**src/rtl/mem_access_stage.sv**
```systemverilog
// mem_access_stage: MEM pipeline stage with a handshaked data-memory access, store lane packing,
// load extraction, a wait-state timeout and the registered write-back slot.
module mem_access_stage #(
  parameter int TIMEOUT = 16
) (
  input  logic        clk,
  input  logic        rst_n,
  input  logic        MEM_Valid,
  input  logic        MEM_DmWr,
  input  logic        MEM_LTypeSel,
  input  logic [1:0]  MEM_WbSel,
  input  logic [31:0] MEM_AluOut,
  input  logic [31:0] MEM_OutB,
  input  logic [4:0]  MEM_Rw,
  input  logic [29:0] MEM_PcAddOne,
  input  logic [1:0]  MEM_SaveType,
  input  logic [2:0]  MEM_LTypeExtOp,
  input  logic        MEM_RfWr,
  output logic        MEM_Stall,
  output logic        DmReq,
  output logic        DmWe,
  output logic [29:0] DmAddr,
  output logic [3:0]  DmBe,
  output logic [31:0] DmWData,
  input  logic [31:0] DmRData,
  input  logic        DmAck,
  output logic        WB_Valid,
  output logic [4:0]  WB_Rw,
  output logic        WB_RfWr,
  output logic [31:0] WB_WData,
  output logic        WB_AdEL,
  output logic        WB_AdES,
  output logic        WB_BusErr
);
  typedef enum logic {IDLE, WAIT} state_t;
  state_t      state_q, state_d;
  logic [7:0]  cnt_q, cnt_d;
  logic        memop, st_half, st_byte, st_word, ld_half, ld_byte, half, word, misal, go, tmo;
  logic        req, ack, stall, retire;
  logic [31:0] lane, ld_data, wdata;

  always_comb begin
    memop   = MEM_Valid & (MEM_DmWr | MEM_LTypeSel);
    st_half = MEM_SaveType == 2'b01;
    st_byte = MEM_SaveType == 2'b10;
    st_word = ~st_half & ~st_byte;
    ld_half = (MEM_LTypeExtOp == 3'd3) | (MEM_LTypeExtOp == 3'd4);
    ld_byte = (MEM_LTypeExtOp == 3'd1) | (MEM_LTypeExtOp == 3'd2);
    half    = MEM_DmWr ? st_half : ld_half;
    word    = MEM_DmWr ? st_word : ~ld_half & ~ld_byte;
    misal   = memop & ((half & MEM_AluOut[0]) | (word & |MEM_AluOut[1:0]));
    go      = memop & ~misal;
    tmo     = (state_q == WAIT) && (cnt_q == 8'(TIMEOUT));
    // The timeout cycle drops the request, so an ack arriving then is ignored.
    req     = rst_n & ((state_q == WAIT) ? ~tmo : go);
    ack     = DmAck & req;
    stall   = rst_n & ((state_q == WAIT) ? ~ack & ~tmo : go & ~ack);
    retire  = MEM_Valid & ~stall;
  end

  always_ff @(posedge clk or negedge rst_n)
    if (!rst_n) begin
      state_q <= IDLE;
      cnt_q   <= '0;
    end else begin
      state_q <= state_d;
      cnt_q   <= cnt_d;
    end

  always_comb begin
    state_d = (state_q == IDLE) ? ((go & ~ack) ? WAIT : IDLE) : ((ack | tmo) ? IDLE : WAIT);
    cnt_d   = (state_d == WAIT) ? cnt_q + 8'd1 : 8'd0;
  end

  always_comb begin
    DmReq     = req;
    MEM_Stall = stall;
    DmWe      = req & MEM_DmWr;
    DmAddr    = MEM_AluOut[31:2];
    DmBe      = (~MEM_DmWr | st_word) ? 4'hf : st_half ? (MEM_AluOut[1] ? 4'hc : 4'h3)
              : 4'b0001 << MEM_AluOut[1:0];
    DmWData   = st_byte ? {4{MEM_OutB[7:0]}} : st_half ? {2{MEM_OutB[15:0]}} : MEM_OutB;
    lane      = DmRData >> {MEM_AluOut[1:0], 3'b000};
    ld_data   = (MEM_LTypeExtOp == 3'd1) ? {{24{lane[7]}}, lane[7:0]}
              : (MEM_LTypeExtOp == 3'd2) ? {24'd0, lane[7:0]}
              : (MEM_LTypeExtOp == 3'd3) ? {{16{lane[15]}}, lane[15:0]}
              : (MEM_LTypeExtOp == 3'd4) ? {16'd0, lane[15:0]} : DmRData;
    wdata     = (MEM_WbSel == 2'b01) ? ld_data : (MEM_WbSel == 2'b10) ? {MEM_PcAddOne, 2'b00} : MEM_AluOut;
  end

  always_ff @(posedge clk or negedge rst_n)
    if (!rst_n) begin
      WB_Valid  <= 1'b0;
      WB_Rw     <= '0;
      WB_RfWr   <= 1'b0;
      WB_WData  <= '0;
      WB_AdEL   <= 1'b0;
      WB_AdES   <= 1'b0;
      WB_BusErr <= 1'b0;
    end else if (!MEM_Valid) begin
      WB_Valid  <= 1'b0;
      WB_RfWr   <= 1'b0;
      WB_AdEL   <= 1'b0;
      WB_AdES   <= 1'b0;
      WB_BusErr <= 1'b0;
    end else if (retire) begin
      WB_Valid  <= 1'b1;
      WB_Rw     <= MEM_Rw;
      WB_RfWr   <= MEM_RfWr & ~misal & ~tmo;
      WB_WData  <= wdata;
      WB_AdEL   <= misal & ~MEM_DmWr;
      WB_AdES   <= misal & MEM_DmWr;
      WB_BusErr <= tmo;
    end
endmodule

```
**config.mk**
```make
export PLATFORM = sky130hd
export DESIGN_NAME = mem_access_stage
export DESIGN_NICKNAME = d
export VERILOG_FILES = /design/src/rtl/mem_access_stage.sv
export SDC_FILE = /design/constraint.sdc
export NUM_CORES = 1
export LEC_CHECK = 0
export CORE_ASPECT_RATIO = 1.5
export CORE_MARGIN = 2
export CORE_UTILIZATION = 39
export CTS_CLUSTER_SIZE = 12
export DETAILED_ROUTE_END_ITERATION = 12
export PLACE_DENSITY = 0.82
export SLEW_MARGIN = 20
export SYNTH_ARGS = -nofsm -noshare
export SYNTH_HDL_FRONTEND = slang
export SYNTH_SLANG_ARGS = --single-unit
```
**constraint.sdc**
```tcl
create_clock -name clk -period 2.88 [get_ports clk]
set_clock_uncertainty 0.15 [all_clocks]
set_input_delay 0.432 -clock clk [delete_from_list [all_inputs] [get_ports clk]]
set_output_delay 0.432 -clock clk [all_outputs]
set_load 0.05 [all_outputs]
```
# [Word level (Yosys, flattened, before mapping)]
# Index checks and enable logic that the tools add are counted.
[word_totals] register_bits=51
[classes] n_addsub=1 eq_ne=10 n_shift=2 mux=29 bitwise=33 reduce_logical=3
[ops] op="two-way mux 32 bit" n=8
[ops] op=">> shifter 32 x 5 -> 16 bit" n=1
[ops] op="bitwise AND 1 bit" n=18
[ops] op="two-way mux 1 bit" n=17
[ops] op="two-way mux 4 bit" n=3
[ops] op="inverter 1 bit" n=9
[ops] op="adder 8 x 1 -> 8 bit, second input constant" n=1
[ops] op="equality test 8 x 5 -> 1 bit, second input constant" n=1
[ops] op="two-way mux 8 bit" n=1
[ops] op="equality test 3 x 2 -> 1 bit, second input constant" n=2
[ops] op="OR 1 bit" n=6
[ops] op="equality test 2 x 1 -> 1 bit, second input constant" n=2
[ops] op="equality test 2 bit, second input constant" n=2
[ops] op="left shift 1 x 2 -> 4 bit, first input constant" n=1
[ops] op="equality test 3 x 1 -> 1 bit, second input constant" n=1
[ops] op="equality test 3 bit, second input constant" n=1
[ops] op="inequality test 2 x 1 -> 1 bit, second input constant" n=1
[ops] op="AND reduction 2 bit" n=1
[ops] op="OR reduction 2 bit" n=1
[ops] op="logical AND 1 bit" n=1

# [Logic depth before layout (Yosys ltp)]
# Gate-level depths: netlist (run 1).
[logic_depth] depth_word=21 mapped_depth=9 depth_no_buf=8

# [Worst setup path after synthesis (run 1)]
# Ideal clock, no wire load.
[synth_path] kind="input to output" start="input MEM_LTypeExtOp[1]" end="output DmWe" arrival_ps=3165 path_slack_ps=-867 cell_stages=7 path_buffers=1 cell_sequence="buf_2 nor2_4 xor2_2 o21ai_0 a31oi_1 nor3b_1 and2_1"
[synth_between] elab_chain_len=13 word_cells_on_any_way=20 cone_classes="4 x eq/ne; 3 x mux; 13 x bitwise"
[synth_lines] element="start, declared" line="17" source="input logic [2:0] MEM_LTypeExtOp,"
[synth_lines] element="equality test 3 x 2 -> 1 bit, or another cell as far along" line="47" source="ld_half = (MEM_LTypeExtOp == 3'd3) | (MEM_LTypeExtOp == 3'd4);"
[synth_lines] element="OR 1 bit, on equally long branches" line="47, 48"
[synth_lines] element="inverter 1 bit" line="50" source="word = MEM_DmWr ? st_word : ~ld_half & ~ld_byte;"
[synth_lines] element="bitwise AND 1 bit" line="50"
[synth_lines] element="two-way mux 1 bit" line="50"
[synth_lines] element="bitwise AND 1 bit" line="51" source="misal = memop & ((half & MEM_AluOut[0]) | (word & |MEM_AluOut[1:0]));"
[synth_lines] element="OR 1 bit *" line="51"
[synth_lines] element="bitwise AND 1 bit *" line="51"
[synth_lines] element="inverter 1 bit *" line="52" source="go = memop & ~misal;"
[synth_lines] element="bitwise AND 1 bit *" line="52"
[synth_lines] element="two-way mux 1 bit *" line="55" source="req = rst_n & ((state_q == WAIT) ? ~tmo : go);"
[synth_lines] element="bitwise AND 1 bit *" line="55"
[synth_lines] element="via DmReq" line="20" source="output logic DmReq,"
[synth_lines] element="bitwise AND 1 bit *" line="78" source="DmWe = req & MEM_DmWr;"
[synth_lines] element="end, declared" line="21" source="output logic DmWe,"
# Mark *: on every way through the listed nets, which the timed path passes. The rest lies on a longest branch.

# [Worst setup path in the final report (run 1)]
[layout_path] start="input MEM_SaveType[1]" end="output DmWe"
[layout_between] elab_chain_len=12 word_cells_on_any_way=16 cone_classes="2 x eq/ne; 3 x mux; 11 x bitwise"
[layout_lines] element="start, declared" line="16" source="input logic [1:0] MEM_SaveType,"
[layout_lines] element="equality test 2 x 1 -> 1 bit or equality test 2 bit (tied branches)" line="44, 45"
[layout_lines] element="inverter 1 bit" line="46" source="st_word = ~st_half & ~st_byte;"
[layout_lines] element="bitwise AND 1 bit" line="46"
[layout_lines] element="two-way mux 1 bit" line="50"
[layout_lines] element="bitwise AND 1 bit" line="51"
[layout_lines] element="OR 1 bit *" line="51"
[layout_lines] element="bitwise AND 1 bit *" line="51"
[layout_lines] element="inverter 1 bit *" line="52"
[layout_lines] element="bitwise AND 1 bit *" line="52"
[layout_lines] element="two-way mux 1 bit *" line="55"
[layout_lines] element="bitwise AND 1 bit *" line="55"
[layout_lines] element="bitwise AND 1 bit *" line="78"
# Every way passes the cells marked *; elsewhere a longest branch is shown, timed or not.

==> results of run 1 <==
==> registers in the layout, summed over array words and instances, names as in the netlist <==
register and cells:
WB_WData 32, WB_Valid 1, WB_AdEL 1, WB_AdES 1
WB_RfWr 1, cnt_q 8, WB_Rw 5, state_q 1
WB_BusErr 1
==> worst max-delay path: cells and delay by family <==
kind            cells  cell delay, ps
compound gates      3             490
fa+ha+maj           1             220
buf+inv             3             720
simple gates        2             420
==> path summary, 6_finish.rpt <==
check	start	endpoint	slack (ps)	cells after the start
setup / recovery	MEM_SaveType[1]	DmWe	20	9
hold / removal	rst_n	state_q$_DFF_PN0_	200	2
setup reg to reg	cnt_q[0]$_DFF_PN0_	WB_Rw[0]$_DFFE_PN0P_	340	8
hold reg to reg	WB_WData[30]$_DFFE_PN0P_	WB_WData[30]$_DFFE_PN0P_	330	2
max in group asynchronous	rst_n	WB_WData[10]$_DFFE_PN0P_	1900	2
min in group clk	WB_WData[30]$_DFFE_PN0P_	WB_WData[30]$_DFFE_PN0P_	330	2
==> final cells by class <==
| type | count | area (um2) |
|---|---|---|
| inverter | 25 | 93.8 |
| multi-input combinational | 377 | 2700 |
| fill | 917 | 3500 |
| timing repair buffer | 297 | 3110 |
| sequential | 51 | 1280 |
| clock inverter | 2 | 60.1 |
| tap | 147 | 184 |
| clock buffer | 6 | 129 |
==> where the power goes <==
part | internal (mW) | switching [mW] | total [mW]
combinational | 0.752 | 1.02 | 1.78
clock | 0.499 | 0.273 | 0.772
sequential | 0.811 | 0.0650 | 0.876
total | 2.06 | 1.36 | 3.42
==> synth_stat cells, types with 2 or more instances <==
library cell  instances  share of area, %
inv_1                25               2.1
mux2i_1              18               4.1
nand3b_1              3              0.51
and3_1                2              0.28
o211ai_1             15               2.6
nor2b_1              12               1.7
o22ai_1              24               3.4
o221ai_1              8               1.6
buf_1                 7              0.60
buf_4                38               6.5
nand2b_1              9               1.3
dfrtp_1              51                29
clkbuf_1             24               2.0
ha_1                  4               1.1
xor2_1                6               1.2
buf_2                 8              0.91
a31oi_1               7              0.99
o21ai_0              46               5.2
a211oi_1              2              0.34
xnor2_1               2              0.40
o31ai_1              18               3.1
nand3_1               5              0.57
a21oi_1              41               4.6
and2_1                3              0.43
mux2_4                9               3.1
nor2_1               40               3.4
mux2_2               36               9.2
nand2_1              40               3.4
==> repair_timing <==
action | in CTS | in global routing
pin swaps | 1 | 6
endpoints found under the setup margin | 3 | 4
setup buffers | 2 | 2
gates resized for setup | 5 | 16
==> kinds of logic after synthesis <==
kind of cell / count (synthesis)
compound gates: 175
simple gates: 126
buf+inv: 103
mux: 63
flops: 51
xor+xnor: 9
fa+ha+maj: 4
==> routing by layer <==
| metal | up-vias | share of wire (%) | global-route usage, % |
|---|---|---|---|
| li1 | 2329 | - | - |
| met1 | 2365 | 35 | 28.0 |
| met2 | 258 | 54 | 51.2 |
| met3 | 48 | 6.8 | 5.79 |
| met4 | 0 | 4.5 | 12.9 |
| met5 | - | 0 | 0 |
==> summary.txt, run 1 <==
Setup path
  • Crit Path Category: primary input to output port
  • WP data arrival: 2280 ps
  • Critical Path RT: 2300 ps
  • Startpoint types: primary input
  • Slowest cell delay on critical path: 520 ps
  • Crit end category: output port
  • CP Cell Sequence: clkdlybuf4s50_1 -> inv_1 -> ha_1 -> o21ai_2 -> a21o_1 -> a31oi_4 -> nor3b_4 -> and2_4 -> buf_12
  • CP Max Fanout: 2
  • Worst path slowest cell: clkdlybuf4s50_1

Clock network
  • Clock-pin slew on the worst setup and hold paths: 80 ps
  • Clk Latency, worst-skew pair: 300 ps
  • CTS buffer count: 5
  • CTS Sinks: 51
  • Hold_buf cts: 0
  • Clock buffer depth: 2
  • Root Buffer: clkbuf_16
  • CTS tree: built
  • H-tree level count: 2

Synthesis
  • Synth Area in Adders: 1.13%
  • Sequential area share after synthesis: 28.9%
  • Synthesized Nets: 680
  • Post-synthesis simple-gate area fraction: 14.2%
  • Cells after Synth: 531
  • Xor/xnor share of the synthesized area: 1.96%
  • Top FF cell, synth: dfrtp_1
  • Main combinational cell family by area after synthesis: compound AO/OA/AOI/OAI gates
  • Asr flop ratio synth: 100%
  • Synth cell types: 56
  • Synthesized area: 4410 um2
  • Synthesized flop and latch total: 51
  • EDFF count, synth: 0
  • Yosys warns: 0
  • Compound-Gate Fraction of Synth Area: 25.1%
  • Mux contribution to synthesized area: 16.3%
  • Syn Area/Cell: 8.31 um2

Place
  • Area of placed instances: 7230 um2
  • IO buf count: 255
  • Placed insts: 893
  • DP Wirelength: 13500 um
  • Pre-CTS setup slack: -160 ps
  • GP Congestion: 0.941

Detailed routing
  • Initial drt markers: 367
  • Via density: 5.52
  • DR WL/cell: 18.9 um
  • Vias: 5000
  • ANT nets after route: 0
  • Drt total wl: 17100 um
  • TritonRoute pass-1 iters: 4
  • Drc violations: 0

Final layout
  • Leading cell type in the layout, fill and taps excluded: clkdlybuf4s50_1
  • Final core occ: 68.3%
  • Number of antenna diodes: 0
  • Most frequent cells in the layout: 219 x clkdlybuf4s50_1, 51 x dfrtp_1, 47 x buf_4
  • Layout cells sized above 1: 20.2%
  • Finished layout cell area: 7550 um2
  • Layout area overhead: 71.1%
  • Final std cells w/o fill: 905
  • Nets: 906

Floorplanning
  • Initial Utilization: 39.9%
  • Core area: 11100 um2
  • Core Rows: 47
  • Die extent in x: 90.9 um
  • IO Count: 256
  • Die area: 12200 um2
  • Die H: 134 um

STA
  • Fin Hold WS: 203 ps
  • RSZ-0062 raised after global routing: true
  • Max frequency: 350 MHz
  • Final Hold Fails: 0
  • Post-route setup TNS: 0 ps
  • Worst slew margin relative to its limit: 54.1%
  • Max Transition Viols Final: 0
  • Period Utilization, post-route: 99.2%
  • Final setup viols: 0
  • Post-route setup slack: 21.8 ps
  • Worst Max-Slew Pin Slew: 688 ps
  • Tmin final: 2860 ps

Pwr
  • Total power: 3.42 mW
  • Maximum VDD drop: 0.000297 V
  • Leakage power total: 3.12 nW
  • PwrDens: 453 nW/um2

Global routing
  • Initial antenna violation count: 0
  • Total congestion overflow: 0
  • Vias in the first global route: 5133
  • All-layer global routing usage: 27.0%
  • Pin count of the biggest net entering global routing: 53
  • First-pass GRT wire length: 26300 um

Worst hold path
  • Hold Crit Class: primary input to async pin

Job
  • Max-Cap Viols: 0

Outcome
  • Status: finished clean
Power figures use the tool's default switching activity.
==> inputs of run 2 (changes only) <==
CORE_UTILIZATION = 35   (was 39)
PLACE_DENSITY = 0.78   (was 0.82)
clock period = 2.5 ns   (was 2.88 ns; I/O delays follow)
==> run 2 against run 1 <==
Net effect: the run now ends with negative setup slack left; critical endpoint unchanged; worst setup slack lost 31 ps; flip-flop and latch count is the same; combinational power grew 16%; via count shrank 1.8%; global-route usage shrank 2.4 points; final cell count grew 3.1%; core utilization shrank 7.3 points.
==> summary.txt, run 2 (synthesized netlist as in run 1, its figures left out) <==
Place
  • Placed insts: 917 (+2.7%)
  • GP Congestion: 0.889 (-5.5%)
  • DP Wirelength: 13900 um (+3.0%)
  • IO buf count: 255 (unchanged)

Detailed routing
  • Drt total wl: 16900 um (-1.2%)
  • Vias: 4911 (-1.8%)
  • Drc violations: 0 (unchanged)
  • TritonRoute pass-1 iters: 4 (unchanged)
  • Via density: 5.26 (-4.7%)
  • DR WL/cell: 18.1 um (-4.1%)
  • Initial drt markers: 250 (-32%)
  • ANT nets after route: 0 (unchanged)

Global routing
  • Initial antenna violation count: 0 (unchanged)
  • Total congestion overflow: 0 (unchanged)
  • First-pass GRT wire length: 25800 um (-2.1%)
  • Vias in the first global route: 5042 (-1.8%)
  • Pin count of the biggest net entering global routing: 53 (unchanged)
  • All-layer global routing usage: 24.7% (-2.4 points)

STA
  • Tmin final: 2510 ps
  • Worst Max-Slew Pin Slew: 674 ps (-14.5 ps)
  • Period Utilization, post-route: 100%
  • Final Hold Fails: 0 (unchanged)
  • Max frequency: 398 MHz
  • Final setup viols: 2 (+2)
  • Worst slew margin relative to its limit: 55.1% (+0.97 points)
  • RSZ-0062 raised after global routing: true
  • Max Transition Viols Final: 0 (unchanged)
  • Post-route setup TNS: -12.0 ps (-12.0 ps)
  • Post-route setup slack: -9.64 ps (-31.4 ps)

Setup path
  • CP Max Fanout: 5 (+3)
  • R2R Path Start: cnt_q[1]$_DFF_PN0_
  • Critical Path RT: 1980 ps (-320 ps)
  • WP data arrival: 1980 ps (-300 ps)
  • R2R Setup Slk: 170 ps (-170 ps)
  • Startpoint types: flop
  • RR Endpoint: WB_Rw[4]$_DFFE_PN0P_
  • Crit Path Category: flop to output port
  • Crit end category: output port
  • R2R depth: 8 (unchanged)

Floorplanning
  • IO Count: 256 (unchanged)
  • Core area: 12400 um2 (+12%)
  • Die area: 13500 um2 (+11%)
  • Die extent in x: 95.7 um (+5.3%)
  • Initial Utilization: 35.6% (-4.3 points)
  • Die H: 142 um (+5.4%)
  • Core Rows: 50 (+6.4%)

Final layout
  • Max reg flops: 32 (unchanged)
  • Final std cells w/o fill: 933 (+3.1%)
  • Layout cells sized above 1: 27.3% (+7.1 points)
  • Largest regs: WB_WData (32), cnt_q (8), WB_Rw (5)
  • Most frequent cells in the layout: 176 x clkdlybuf4s50_1, 99 x buf_4, 51 x dfrtp_1
  • Layout area overhead: 71.3% (about the same)
  • Number of antenna diodes: 0 (unchanged)
  • Nets: 925 (+2.1%)
  • Fillers: 1031 (+12%)
  • Leading cell type in the layout, fill and taps excluded: clkdlybuf4s50_1
  • Top reg by flops: WB_WData
  • Final core occ: 61.0% (-7.3 points)

Clock network
  • CTS buffer count: 5 (unchanged)
  • H-tree level count: 2 (unchanged)
  • Clock buffer depth: 2 (unchanged)
  • CTS tree: built
  • Hold_buf cts: 0 (unchanged)
  • Root Buffer: clkbuf_16
  • CTS Sinks: 51 (unchanged)
  • Clock-pin slew on the worst setup and hold paths: 70 ps (about the same)
  • Clk Latency, worst-skew pair: 290 ps (about the same)

Pwr
  • Net Sw Frac: 41.5% (+1.7 points)
  • Net switching power: 1.55 mW (+14%)
  • Maximum VDD drop: 0.000259 V (-13%)
  • PwrDens: 494 nW/um2 (+9.0%)
  • Internal power: 2.19 mW (+6.0%)
  • Reg power frac: 26.9% (+1.3 points)
  • Clock power frac: 17.8% (-4.8 points)
  • Total power: 3.74 mW (+9.2%)
  • Logic pwr share: 55.3% (+3.4 points)
  • Leakage power total: 3.21 nW (+2.8%)

Worst hold path
  • Hold Crit Class: primary input to async pin

Outcome
  • Status: complete, but fails checks
  • Failing checks: negative setup slack

Job
  • Max-Cap Viols: 0 (unchanged)
run 2: changes by cell type in the layout (fill, tap and decap cells not counted), moves of 6 or more:
cell	before	now
buf_4	47	99
clkdlybuf4s50_1	219	176
o21ai_1	8	14
dlygate4sd2_1	0	7
buf_6	0	7
o21ai_0	36	30
run 2: worst max-delay path, stage by stage, from the launching register on:
cell	delay (ps)
dfrtp_1	420
or4b_4	570
nor4_4	190
buf_4	180
nor3b_4	40
and2_4	150
buf_12	140
run 2: routing by layer:
layer,vias up,share of wire [%],global-route usage (%)
met1,2295,33,24.9
met2,206,56,47.4
met4,0,3.6,10.4
met5,-,0,0
met3,35,7.0,4.94
li1,2375,-,-
run 2: final cells by class:
class                   count  area, um2  share of cell area, %
repair buffers            316       3150                   41.6
multi-input cells         377       2710                   35.9
flip-flops and latches     51       1280                   16.9
well taps                 156        195                   2.58
clock buffers               7        133                   1.75
inverters                  25       93.8                   1.24
clock inverters             1       5.00                 0.0662
run 2: per-stage QoR:
stage / hold WS, ps / instance area (um2) / worst slack, ps
CTS: 105 / 7510 / -24.6
detailed placement: 316 / 7240 / -456
global route: 134 / 7560 / -80.7
finish: 68.3 / 7560 / -9.64
floorplan: -70.6 / 4430 / -277
global placement: 313 / 7240 / -353
run 2: timing repair:
action	in CTS	in global routing
buffers inserted	5	3
setup endpoints to repair	58	36
pin swaps	11	5
gates resized for setup	30	7
run 2: worst max path at each step:
stage,startpoint,endpoint,slack [ps],depth (start not counted)
3_3_place_gp,MEM_SaveType[0],DmWe,-350,10
4_1_cts,cnt_q[2]$_DFF_PN0_,DmWe,-20,6
6_report,cnt_q[2]$_DFF_PN0_,DmWe,-10,6
5_1_grt,cnt_q[2]$_DFF_PN0_,DmWe,-80,6
3_5_place_dp,MEM_SaveType[0],WB_Rw[3]$_DFFE_PN0P_,-460,9
2_1_floorplan,MEM_AluOut[1],DmBe[2],-280,5
run 2: power groups by stage:
stage / clock (mW) / combinational, mW / sequential [mW]
after floorplan: 0 / 0.802 / 1.37
after global placement: 0 / 1.99 / 1.01
after detailed placement: 0 / 2.02 / 1.02
after CTS: 0.681 / 2.06 / 1.01
after global routing: 0.725 / 2.17 / 1.02
final: 0.667 / 2.07 / 1.00
==> inputs of run 3 (changes only) <==
CTS_CLUSTER_SIZE = not set   (was 12)
==> results of run 3 <==
Final layout, timing and power as in run 2 (identical DEF).
